[src/rtl/ksm_pkg.sv]
// Shared types for the sequential Karatsuba multiplier: FSM states and the
// operand-select encoding for the shared multiplier.
package ksm_pkg;

  typedef enum logic [2:0] {
    IDLE    = 3'd0,
    MUL_HH  = 3'd1,
    MUL_LL  = 3'd2,
    MUL_MID = 3'd3,
    COMBINE = 3'd4,
    OUT     = 3'd5
  } ksm_state_t;

  typedef enum logic [1:0] {
    SEL_HH  = 2'd0,
    SEL_LL  = 2'd1,
    SEL_MID = 2'd2
  } ksm_sel_t;

endpackage

[src/rtl/ksm_mul_unit.sv]
// Operand mux plus the single (HALF_W+1)x(HALF_W+1) unsigned multiplier that is
// time-shared across the three Karatsuba partial products. Purely combinational.
module ksm_mul_unit
  import ksm_pkg::*;
#(
  parameter int HALF_W = 8
) (
  input  ksm_sel_t              sel,
  input  logic [HALF_W-1:0]     ah,
  input  logic [HALF_W-1:0]     al,
  input  logic [HALF_W-1:0]     bh,
  input  logic [HALF_W-1:0]     bl,
  output logic [2*HALF_W+1:0]   prod
);

  logic [HALF_W:0] op_a;
  logic [HALF_W:0] op_b;

  always_comb begin
    op_a = {1'b0, ah};
    op_b = {1'b0, bh};
    case (sel)
      SEL_LL: begin
        op_a = {1'b0, al};
        op_b = {1'b0, bl};
      end
      SEL_MID: begin
        // half sums carry into bit HALF_W, hence the extra operand bit
        op_a = {1'b0, ah} + {1'b0, al};
        op_b = {1'b0, bh} + {1'b0, bl};
      end
      default: ;
    endcase
  end

  assign prod = (2*HALF_W+2)'(op_a) * (2*HALF_W+2)'(op_b);

endmodule

[src/rtl/karatsuba_seq_ctrl.sv]
// Sequential Karatsuba multiplier controller with valid/ready on both sides.
// Optional macro KSM_FASTPATH_EN: operands with zero upper halves skip MUL_HH/MUL_MID.
//
// state   | meaning
// IDLE    | waiting for operands, in_ready=1
// MUL_HH  | p_hh <= ah*bh
// MUL_LL  | p_ll <= al*bl (fast path also fixes p_hh/p_mid here)
// MUL_MID | p_mid <= (ah+al)*(bh+bl)
// COMBINE | product <= recombined partial products
// OUT     | out_valid=1, hold product until out_ready
module karatsuba_seq_ctrl
  import ksm_pkg::*;
#(
  parameter int HALF_W = 8
) (
  input  logic                  clk,
  input  logic                  rst_n,
  input  logic                  in_valid,
  output logic                  in_ready,
  input  logic [2*HALF_W-1:0]   a_in,
  input  logic [2*HALF_W-1:0]   b_in,
  output logic                  out_valid,
  input  logic                  out_ready,
  output logic [4*HALF_W-1:0]   product,
  output logic                  busy
);

  localparam int OW = 2 * HALF_W;
  localparam int MW = 2 * HALF_W + 2;
  localparam int PW = 4 * HALF_W;

  ksm_state_t        state, nxt;
  ksm_sel_t          sel;
  logic              ld_ops, ld_hh, ld_ll, ld_mid, ld_prod;
  logic [OW-1:0]     a_r, b_r;
  logic [MW-1:0]     p_hh, p_ll, p_mid, mul_p, mid_term;
  logic [PW-1:0]     prod_nxt;
`ifdef KSM_FASTPATH_EN
  logic              ld_fast;
`endif

  ksm_mul_unit #(.HALF_W(HALF_W)) u_mul (
    .sel  (sel),
    .ah   (a_r[OW-1:HALF_W]),
    .al   (a_r[HALF_W-1:0]),
    .bh   (b_r[OW-1:HALF_W]),
    .bl   (b_r[HALF_W-1:0]),
    .prod (mul_p)
  );

  always_ff @(posedge clk or negedge rst_n) begin
    if (!rst_n) state <= IDLE;
    else        state <= nxt;
  end

  always_comb begin
    nxt     = state;
    sel     = SEL_HH;
    ld_ops  = 1'b0;
    ld_hh   = 1'b0;
    ld_ll   = 1'b0;
    ld_mid  = 1'b0;
    ld_prod = 1'b0;
`ifdef KSM_FASTPATH_EN
    ld_fast = 1'b0;
`endif
    case (state)
      IDLE: begin
        if (in_valid) begin
          ld_ops = 1'b1;
          nxt    = MUL_HH;
`ifdef KSM_FASTPATH_EN
          if (a_in[OW-1:HALF_W] == '0 && b_in[OW-1:HALF_W] == '0) nxt = MUL_LL;
`endif
        end
      end
      MUL_HH: begin
        sel   = SEL_HH;
        ld_hh = 1'b1;
        nxt   = MUL_LL;
      end
      MUL_LL: begin
        sel   = SEL_LL;
        ld_ll = 1'b1;
        nxt   = MUL_MID;
`ifdef KSM_FASTPATH_EN
        // only fast-path operations can reach here with both upper halves zero
        if (a_r[OW-1:HALF_W] == '0 && b_r[OW-1:HALF_W] == '0) begin
          ld_fast = 1'b1;
          nxt     = COMBINE;
        end
`endif
      end
      MUL_MID: begin
        sel    = SEL_MID;
        ld_mid = 1'b1;
        nxt    = COMBINE;
      end
      COMBINE: begin
        ld_prod = 1'b1;
        nxt     = OUT;
      end
      OUT: begin
        if (out_ready) nxt = IDLE;
      end
      default: nxt = IDLE;
    endcase
  end

  // (ah+al)(bh+bl) - ah*bh - al*bl = ah*bl + al*bh, never negative
  assign mid_term = p_mid - p_hh - p_ll;
  assign prod_nxt = (PW'(p_hh) << OW) + (PW'(mid_term) << HALF_W) + PW'(p_ll);

  always_ff @(posedge clk or negedge rst_n) begin
    if (!rst_n) begin
      a_r     <= '0;
      b_r     <= '0;
      p_hh    <= '0;
      p_ll    <= '0;
      p_mid   <= '0;
      product <= '0;
    end else begin
      if (ld_ops) begin
        a_r <= a_in;
        b_r <= b_in;
      end
      if (ld_hh)   p_hh    <= mul_p;
      if (ld_ll)   p_ll    <= mul_p;
      if (ld_mid)  p_mid   <= mul_p;
`ifdef KSM_FASTPATH_EN
      if (ld_fast) begin
        p_hh  <= '0;
        p_mid <= mul_p;
      end
`endif
      if (ld_prod) product <= prod_nxt;
    end
  end

  assign in_ready  = (state == IDLE);
  assign out_valid = (state == OUT);
  assign busy      = (state != IDLE);

endmodule

[config.mk]
export PLATFORM = sky130hd
export DESIGN_NAME = karatsuba_seq_ctrl
export DESIGN_NICKNAME = d
export VERILOG_FILES = /design/src/rtl/ksm_pkg.sv /design/src/rtl/ksm_mul_unit.sv /design/src/rtl/karatsuba_seq_ctrl.sv
export SDC_FILE = /design/constraint.sdc
export NUM_CORES = 1
export LEC_CHECK = 0
export CAP_MARGIN = 25
export CORE_UTILIZATION = 60
export DETAILED_ROUTE_END_ITERATION = 8
export HOLD_SLACK_MARGIN = 0.03
export PLACE_DENSITY = 0.88
export SYNTH_ARGS = -nofsm -noshare
export SYNTH_HDL_FRONTEND = slang
export SYNTH_SLANG_ARGS = --single-unit
[constraint.sdc]
create_clock -name clk -period 11.5 [get_ports clk]
set_input_delay 2.3 -clock clk [delete_from_list [all_inputs] [get_ports clk]]
set_output_delay 2.3 -clock clk [all_outputs]
set_load 0.1 [all_outputs]
==> flow_summary.json, run 1 <==
{
  "synth-edff-count": 0,
  "fmax_ghz": 0.1301,
  "relSlewSlack_pct": 35.51,
  "yosysTopAreaCell": "dfrtp_1",
  "synth_compound_area_share_pct": 16.05,
  "portBuffers": 70,
  "h-tree-depth": 4,
  "vias_per_cell": 5.839,
  "synthCells": 1132,
  "syn2layout_area_growth_pct": 14.40,
  "rsz0062_at_grt": "false",
  "grt_overflow": 0,
  "period_share_pct": 66.85,
  "place_congestion": 0.9195,
  "drc": 0,
  "die_h_um": 133.9,
  "ios": 71,
  "synth_adder_area_share_pct": 26.63,
  "syn_area_per_cell_um2": 9.222,
  "yosysTopAreaCellShare_pct": 29.01,
  "placed_cells": 1386,
  "antenna_found_initial": 0,
  "synthArstFlopShare_pct": 100.0,
  "grt.total_usage_pct": 28.50,
  "layout-drive-gt1-share_pct": 7.846,
  "final-max-slew-violation-count": 0,
  "yosys.area_share.simple_pct": 12.33,
  "setup_violations": 0,
  "hold_buffers": 0,
  "yosysWarnings": 0,
  "vias": 8279,
  "rows": 47,
  "first_global_vias": 8573,
  "synth_top_family_by_area": "adder cells",
  "synth_seq_cells": 121,
  "endpoint_kind": "register",
  "synth_mux_area_share_pct": 3.848,
  "drt_iter0_markers": 492,
  "start_util_pct": 62.28,
  "die_area_mm2": 0.01793,
  "worst_setup_path_start_kind": "register",
  "antenna_cells": 0,
  "min_period_ns": 7.688,
  "stdcell_count": 1418,
  "arrival_ns": 7.95,
  "cp_data_required_time_ns": 11.76,
  "clock_skew_ns": 0.01487,
  "critical_path_class": "reg -> reg",
  "synth.distinct_cells": 71,
  "coreArea_mm2": 0.01676,
  "syn_nets": 1347,
  "grt_pass1_wl_um": 40010,
  "grt_max_degree": 84,
  "clk_latency_ns": 0.44,
  "clk_pin_slew_worst_paths_ns": 0.06,
  "maxCapViolCount": 0,
  "synth_xor_area_share_pct": 4.866,
  "hp-class": "reg -> reg",
  "seq_area_frac_synth_pct": 29.01,
  "drt_wl_total_um": 23290,
  "post_drt_wl_per_cell_um": 16.42,
  "drt_first_pass_iters": 5,
  "die_x_um": 133.9,
  "clock-sinks": 121,
  "antenna_left": 0,
  "tightest_slew_ns": 0.9643,
  "netlist_area_mm2": 0.01044,
  "dpl.hpwl_um": 17810,
  "cts_buffer_depth": 2,
  "cts_tree": "done",
  "path_max_fanout": 29,
  "cts-root-buf": "clkbuf_16",
  "timing.setup.tns_ns": 0,
  "outcome": "finished, final reports clean",
  "post_cts_buffers": 0,
  "synth_ff_type": "dfrtp_1",
  "cts_resized": 0,
  "final_nets": 1402,
  "numCtsBuffers": 17,
  "hold_violations": 0,
  "ys_top_cells_by_area": "dfrtp_1 (29%), fa_1 (14%), ha_1 (13%), inv_1 (5.5%), nand2_1 (5.0%)"
}
==> sequential cells by signal, indices dropped and copies added (netlist names) <==
signal   count
p_hh        18
product     32
b_r         16
p_mid       18
a_r         16
state        3
p_ll        18
==> metrics by stage <==
stage / cell area (um^2) / worst slack, ns / utilization [%] / hold WS, ns
after floorplan: 10440 / 5.084 / - / 0.4485
after global placement: 11250 / 4.028 / 67.13 / 0.4609
after detailed placement: 11280 / 3.945 / 67.29 / 0.4696
after CTS: 11890 / 3.852 / 70.97 / 0.4824
after global routing: 11940 / 3.184 / 71.25 / 0.5052
final: 11940 / 3.812 / 71.25 / 0.4769
==> synthesized netlist by cell type (3+ instances only) <==
cell type,instances
nand2b_1,18
a221oi_1,7
or2_2,3
buf_2,4
dfrtp_1,121
a221o_1,4
a21o_1,28
o311ai_0,3
mux2i_1,3
nor2_1,66
nor2b_1,4
fa_1,72
xor2_1,23
a31oi_1,5
o21ai_0,93
o21a_1,8
a21boi_0,3
nand2_1,139
inv_1,153
xnor2_1,35
ha_1,107
clkbuf_1,30
o31ai_1,6
a21oi_1,50
mux2_2,33
or3_1,3
nand4_1,6
a221oi_2,3
nor3_1,5
o21bai_1,7
and2_1,3
a211oi_1,6
nand3_1,12
o21ai_1,12
buf_4,3
or2_1,3
and3_1,9
==> cell type report <==
class / count / area, um^2
clock buffer: 18 / 439.2
clock inverter: 12 / 176.4
fill: 1255 / 4818
inverter: 153 / 574.3
multi-input combinational: 818 / 6653
sequential: 121 / 3028
tap: 220 / 275.3
timing repair buffer: 76 / 795.8
==> logic make-up after synthesis <==
logic type | count (synthesis)
AO/OA/AOI/OAI | 260
AND/OR/NAND/NOR | 285
XOR/XNOR | 58
multiplexers | 36
flip-flops | 121
buffers and inverters | 193
adder cells (fa/ha/maj) | 179
==> per-layer routing <==
metal | global-route usage, % | part of all wire [%] | vias to the layer above
met2 | 48.70 | 50 | 276
met3 | 5.933 | 4.5 | 82
met4 | 15.59 | 4.6 | 0
met5 | 0 | 0 | -
li1 | - | - | 3912
met1 | 33.54 | 41 | 4009
==> critical path: stages, from the launching register on <==
cell and delay, ns:
dfrtp_1 0.48, nor2_1 0.06, and2_1 0.29, inv_1 0.71, ha_1 0.68, nor2b_1 0.57, nand4_1 0.15, o311ai_0 0.14
nor2_1 0.24, nor2_1 0.18, fa_1 0.46, fa_1 0.53, fa_1 0.56, inv_1 0.06, fa_1 0.53, inv_1 0.05
ha_1 0.34, a21o_1 0.21, a21o_1 0.19, a221o_1 0.35, a31oi_1 0.26, o21ai_1 0.11, xnor2_1 0.24, o21ai_0 0.13
==> cells in the final DEF, fill, tap and decap left out, types with 3 or more instances in the layout <==
cell type        count
o311ai_0             3
nand2_1            139
a21boi_0             3
nor2b_1              4
buf_4                4
a221o_1              4
a21oi_1             50
a221oi_1             7
mux2i_1              3
fa_1                72
nand2b_1            18
a31oi_1              5
clkbuf_16           17
bufinv_16            4
xor2_1              23
o21bai_1             7
o21a_1               8
a211oi_1             6
and3_1               9
ha_1               107
or2_2                3
a21o_1              28
o21ai_1             12
o21ai_0             93
nand4_1              6
inv_1              153
nor3_1               5
mux2_2              33
a221oi_2             3
o31ai_1              6
clkinvlp_4           5
xnor2_1             35
or3_1                3
nor2_1              66
clkdlybuf4s50_1     69
dfrtp_1            121
or2_1                3
and2_1               3
nand3_1             12
==> worst paths after layout <==
path,slack [ns],depth (start not counted),to,from
worst max-delay path,3.81,23,p_ll[15]$_DFFE_PN0N_,state[2]$_DFFE_PN0P_
worst min-delay path,0.48,2,product[22]$_DFFE_PN0N_,product[22]$_DFFE_PN0N_
worst max register to register,3.81,23,p_ll[15]$_DFFE_PN0N_,state[2]$_DFFE_PN0P_
worst min register to register,0.48,2,product[22]$_DFFE_PN0N_,product[22]$_DFFE_PN0N_
max in group asynchronous,8.70,3,p_hh[13]$_DFFE_PN0P_,rst_n
min in group asynchronous,1.83,1,product[0]$_DFFE_PN0N_,rst_n
Power of run 1 is left out: the tool's default activity adds up to more than one toggle a clock period on the data nets, which glitch-free logic cannot reach.
==> run 2, diff against run 1 <==
--- a/config.mk
+++ b/config.mk
@@ -6,10 +6,10 @@
 export NUM_CORES = 1
 export LEC_CHECK = 0
 export CAP_MARGIN = 25
-export CORE_UTILIZATION = 60
+export CORE_UTILIZATION = 55
 export DETAILED_ROUTE_END_ITERATION = 8
 export HOLD_SLACK_MARGIN = 0.03
-export PLACE_DENSITY = 0.88
+export PLACE_DENSITY = 0.85
 export SYNTH_ARGS = -nofsm -noshare
 export SYNTH_HDL_FRONTEND = slang
 export SYNTH_SLANG_ARGS = --single-unit
==> constraint.sdc (replaced) <==
create_clock -name clk -period 6.9 [get_ports clk]
set_input_delay 1.38 -clock clk [delete_from_list [all_inputs] [get_ports clk]]
set_output_delay 1.38 -clock clk [all_outputs]
set_load 0.1 [all_outputs]
==> flow_summary.json, run 2 (synthesized netlist as in run 1, its figures left out) <==
{
  "grt.total_usage_pct": 26.21,
  "min_period_ns": 6.598,
  "final-max-slew-violation-count": 0,
  "fill_cells": 1514,
  "rsz0062_at_grt": "false",
  "drt_first_pass_iters": 5,
  "h-tree-depth": 4,
  "first_global_vias": 8524,
  "antenna_left": 0,
  "most-common-layout-cells": "inv_1 (152), nand2_1 (139), dfrtp_1 (121), ha_1 (107), o21ai_0 (93)",
  "cts_tree": "done",
  "cts-root-buf": "clkbuf_16",
  "die_area_mm2": 0.01953,
  "fmax_ghz": 0.1516,
  "layout-drive-gt1-share_pct": 8.828,
  "die_h_um": 139.8,
  "maxCapViolCount": 0,
  "met1_usage_pct": 30.34,
  "drt_iter0_markers": 443,
  "clk_pin_slew_worst_paths_ns": 0.06,
  "coreArea_mm2": 0.01864,
  "grt_pass1_wl_um": 40560,
  "timing.reg2reg.setup_slack_ns": 0.30,
  "die_x_um": 139.8,
  "cp_data_required_time_ns": 7.17,
  "met2_usage_pct": 48.13,
  "vias_per_cell": 5.598,
  "dpl.hpwl_um": 18400,
  "relSlewSlack_pct": 33.41,
  "timing.setup.tns_ns": 0,
  "place_congestion": 0.9191,
  "hold_start": "product[23]$_DFFE_PN0N_",
  "top_register": "product",
  "cts_buffer_depth": 2,
  "clock_skew_ns": 0.01029,
  "start_util_pct": 55.99,
  "period_share_pct": 95.62,
  "hold_violations": 0,
  "top_usage_layer": "met2",
  "ios": 71,
  "final_nets": 1415,
  "numCtsBuffers": 17,
  "portBuffers": 70,
  "r2r_cells": 22,
  "r2r_end": "p_hh[15]$_DFFE_PN0P_",
  "outcome": "finished, final reports clean",
  "arrival_ns": 6.87,
  "whs_endpoint": "product[23]$_DFFE_PN0N_",
  "fin_area_mm2": 0.01200,
  "setup_violations": 0,
  "met3_usage_pct": 4.680,
  "post_drt_wl_per_cell_um": 16.52,
  "drt_wl_total_um": 23890,
  "rows": 50,
  "tightest_slew_ns": 0.9957,
  "antenna_cells": 0,
  "largest_register_ffs": 32,
  "drc": 0,
  "grt_max_degree": 81,
  "grt_overflow": 0,
  "clock-sinks": 121,
  "worst_setup_path_start_kind": "register",
  "hold_depth": 2,
  "final_common_cell": "inv_1",
  "endpoint_kind": "register",
  "place_area_mm2": 0.01137,
  "clk_latency_ns": 0.42,
  "critical_path_class": "reg -> reg",
  "antenna_found_initial": 0,
  "vias": 8094,
  "syn2layout_area_growth_pct": 14.98,
  "hold_buffers": 0,
  "path_max_fanout": 9,
  "hp-class": "reg -> reg",
  "r2r_start": "b_r[1]$_DFFE_PN0P_"
}
-- run 2: cell types whose count changed in the layout (fill, tap and decap cells not counted), sizes merged --
cell      change
buf          +13
bufinv        -1
inv           +2
clkbuf        +3
clkinvlp      -3
-- run 2: stage by stage --
stage,instances,setup WS [ns],hold WS [ns],util [%]
final,1446,0.3019,0.4739,64.38
after global routing,1446,0.02751,0.4951,64.38
after CTS,1444,0.2301,0.4796,64.15
after detailed placement,1413,0.2656,0.4676,61.01
after global placement,1413,0.4567,0.4598,61.01
after floorplan,1132,0.4842,0.4485,-
-- run 2: how the worst max path moves through the flow --
stage | cells after the start | start | to
floorplan | 26 | state[2]$_DFFE_PN0P_ | p_ll[15]$_DFFE_PN0N_
global placement | 22 | state[2]$_DFFE_PN0P_ | p_hh[15]$_DFFE_PN0P_
detailed placement | 22 | state[2]$_DFFE_PN0P_ | p_hh[15]$_DFFE_PN0P_
CTS | 21 | state[2]$_DFFE_PN0P_ | p_ll[14]$_DFFE_PN0N_
global route | 22 | b_r[1]$_DFFE_PN0P_ | p_hh[15]$_DFFE_PN0P_
finish | 22 | b_r[1]$_DFFE_PN0P_ | p_hh[15]$_DFFE_PN0P_
-- run 2: final cells by class --
class                           count  area [um^2]  share of cell area, %
Multi-Input combinational cell    818         6656                  55.46
Sequential cell                   121         3028                  25.23
Timing Repair Buffer               89        865.8                  7.214
Inverter                          153        574.3                  4.785
Clock buffer                       21        440.4                  3.669
Tap cell                          234        292.8                  2.439
Clock inverter                     10        145.1                  1.209
-- run 2: what timing repair did --
item	CTS	global route
endpoints found under the setup margin	0	17
buffers inserted	0	0
resized for setup	0	5
-- run 2: worst max-delay path: stages, from the launching register on --
cell      delay, ns
dfrtp_1        0.43
ha_1           0.30
a21o_1         0.18
a21oi_1        0.22
o21bai_1       0.13
a21oi_1        0.20
xnor2_1        0.11
a221oi_2       0.67
nor2_1         0.16
fa_1           0.60
fa_1           0.45
fa_1           0.56
inv_1          0.06
fa_1           0.54
inv_1          0.05
ha_1           0.34
a21o_1         0.21
a21o_1         0.20
a221o_1        0.35
a31oi_1        0.24
o21ai_1        0.11
xnor2_1        0.23
o21ai_0        0.10
-- run 2: metal layers --
| layer | routed length (um) | vias to the layer above | share of wire, % |
|---|---|---|---|
| li1 | - | 3933 | - |
| met1 | 9972 | 3889 | 42 |
| met2 | 12320 | 225 | 52 |
| met3 | 956 | 47 | 4.0 |
| met4 | 644 | 0 | 2.7 |
| met5 | 0 | - | 0 |
Power of run 2 is left out for the same reason.
==> run 3, diff against run 2 <==
--- a/config.mk
+++ b/config.mk
@@ -5,7 +5,7 @@
 export SDC_FILE = /design/constraint.sdc
 export NUM_CORES = 1
 export LEC_CHECK = 0
-export CAP_MARGIN = 25
+export CAP_MARGIN = 20
 export CORE_UTILIZATION = 55
 export DETAILED_ROUTE_END_ITERATION = 8
 export HOLD_SLACK_MARGIN = 0.03
==> results of run 3 <==
The final DEF is identical to that of run 2; final timing and power are the same.
Power of run 3 is left out for the same reason.
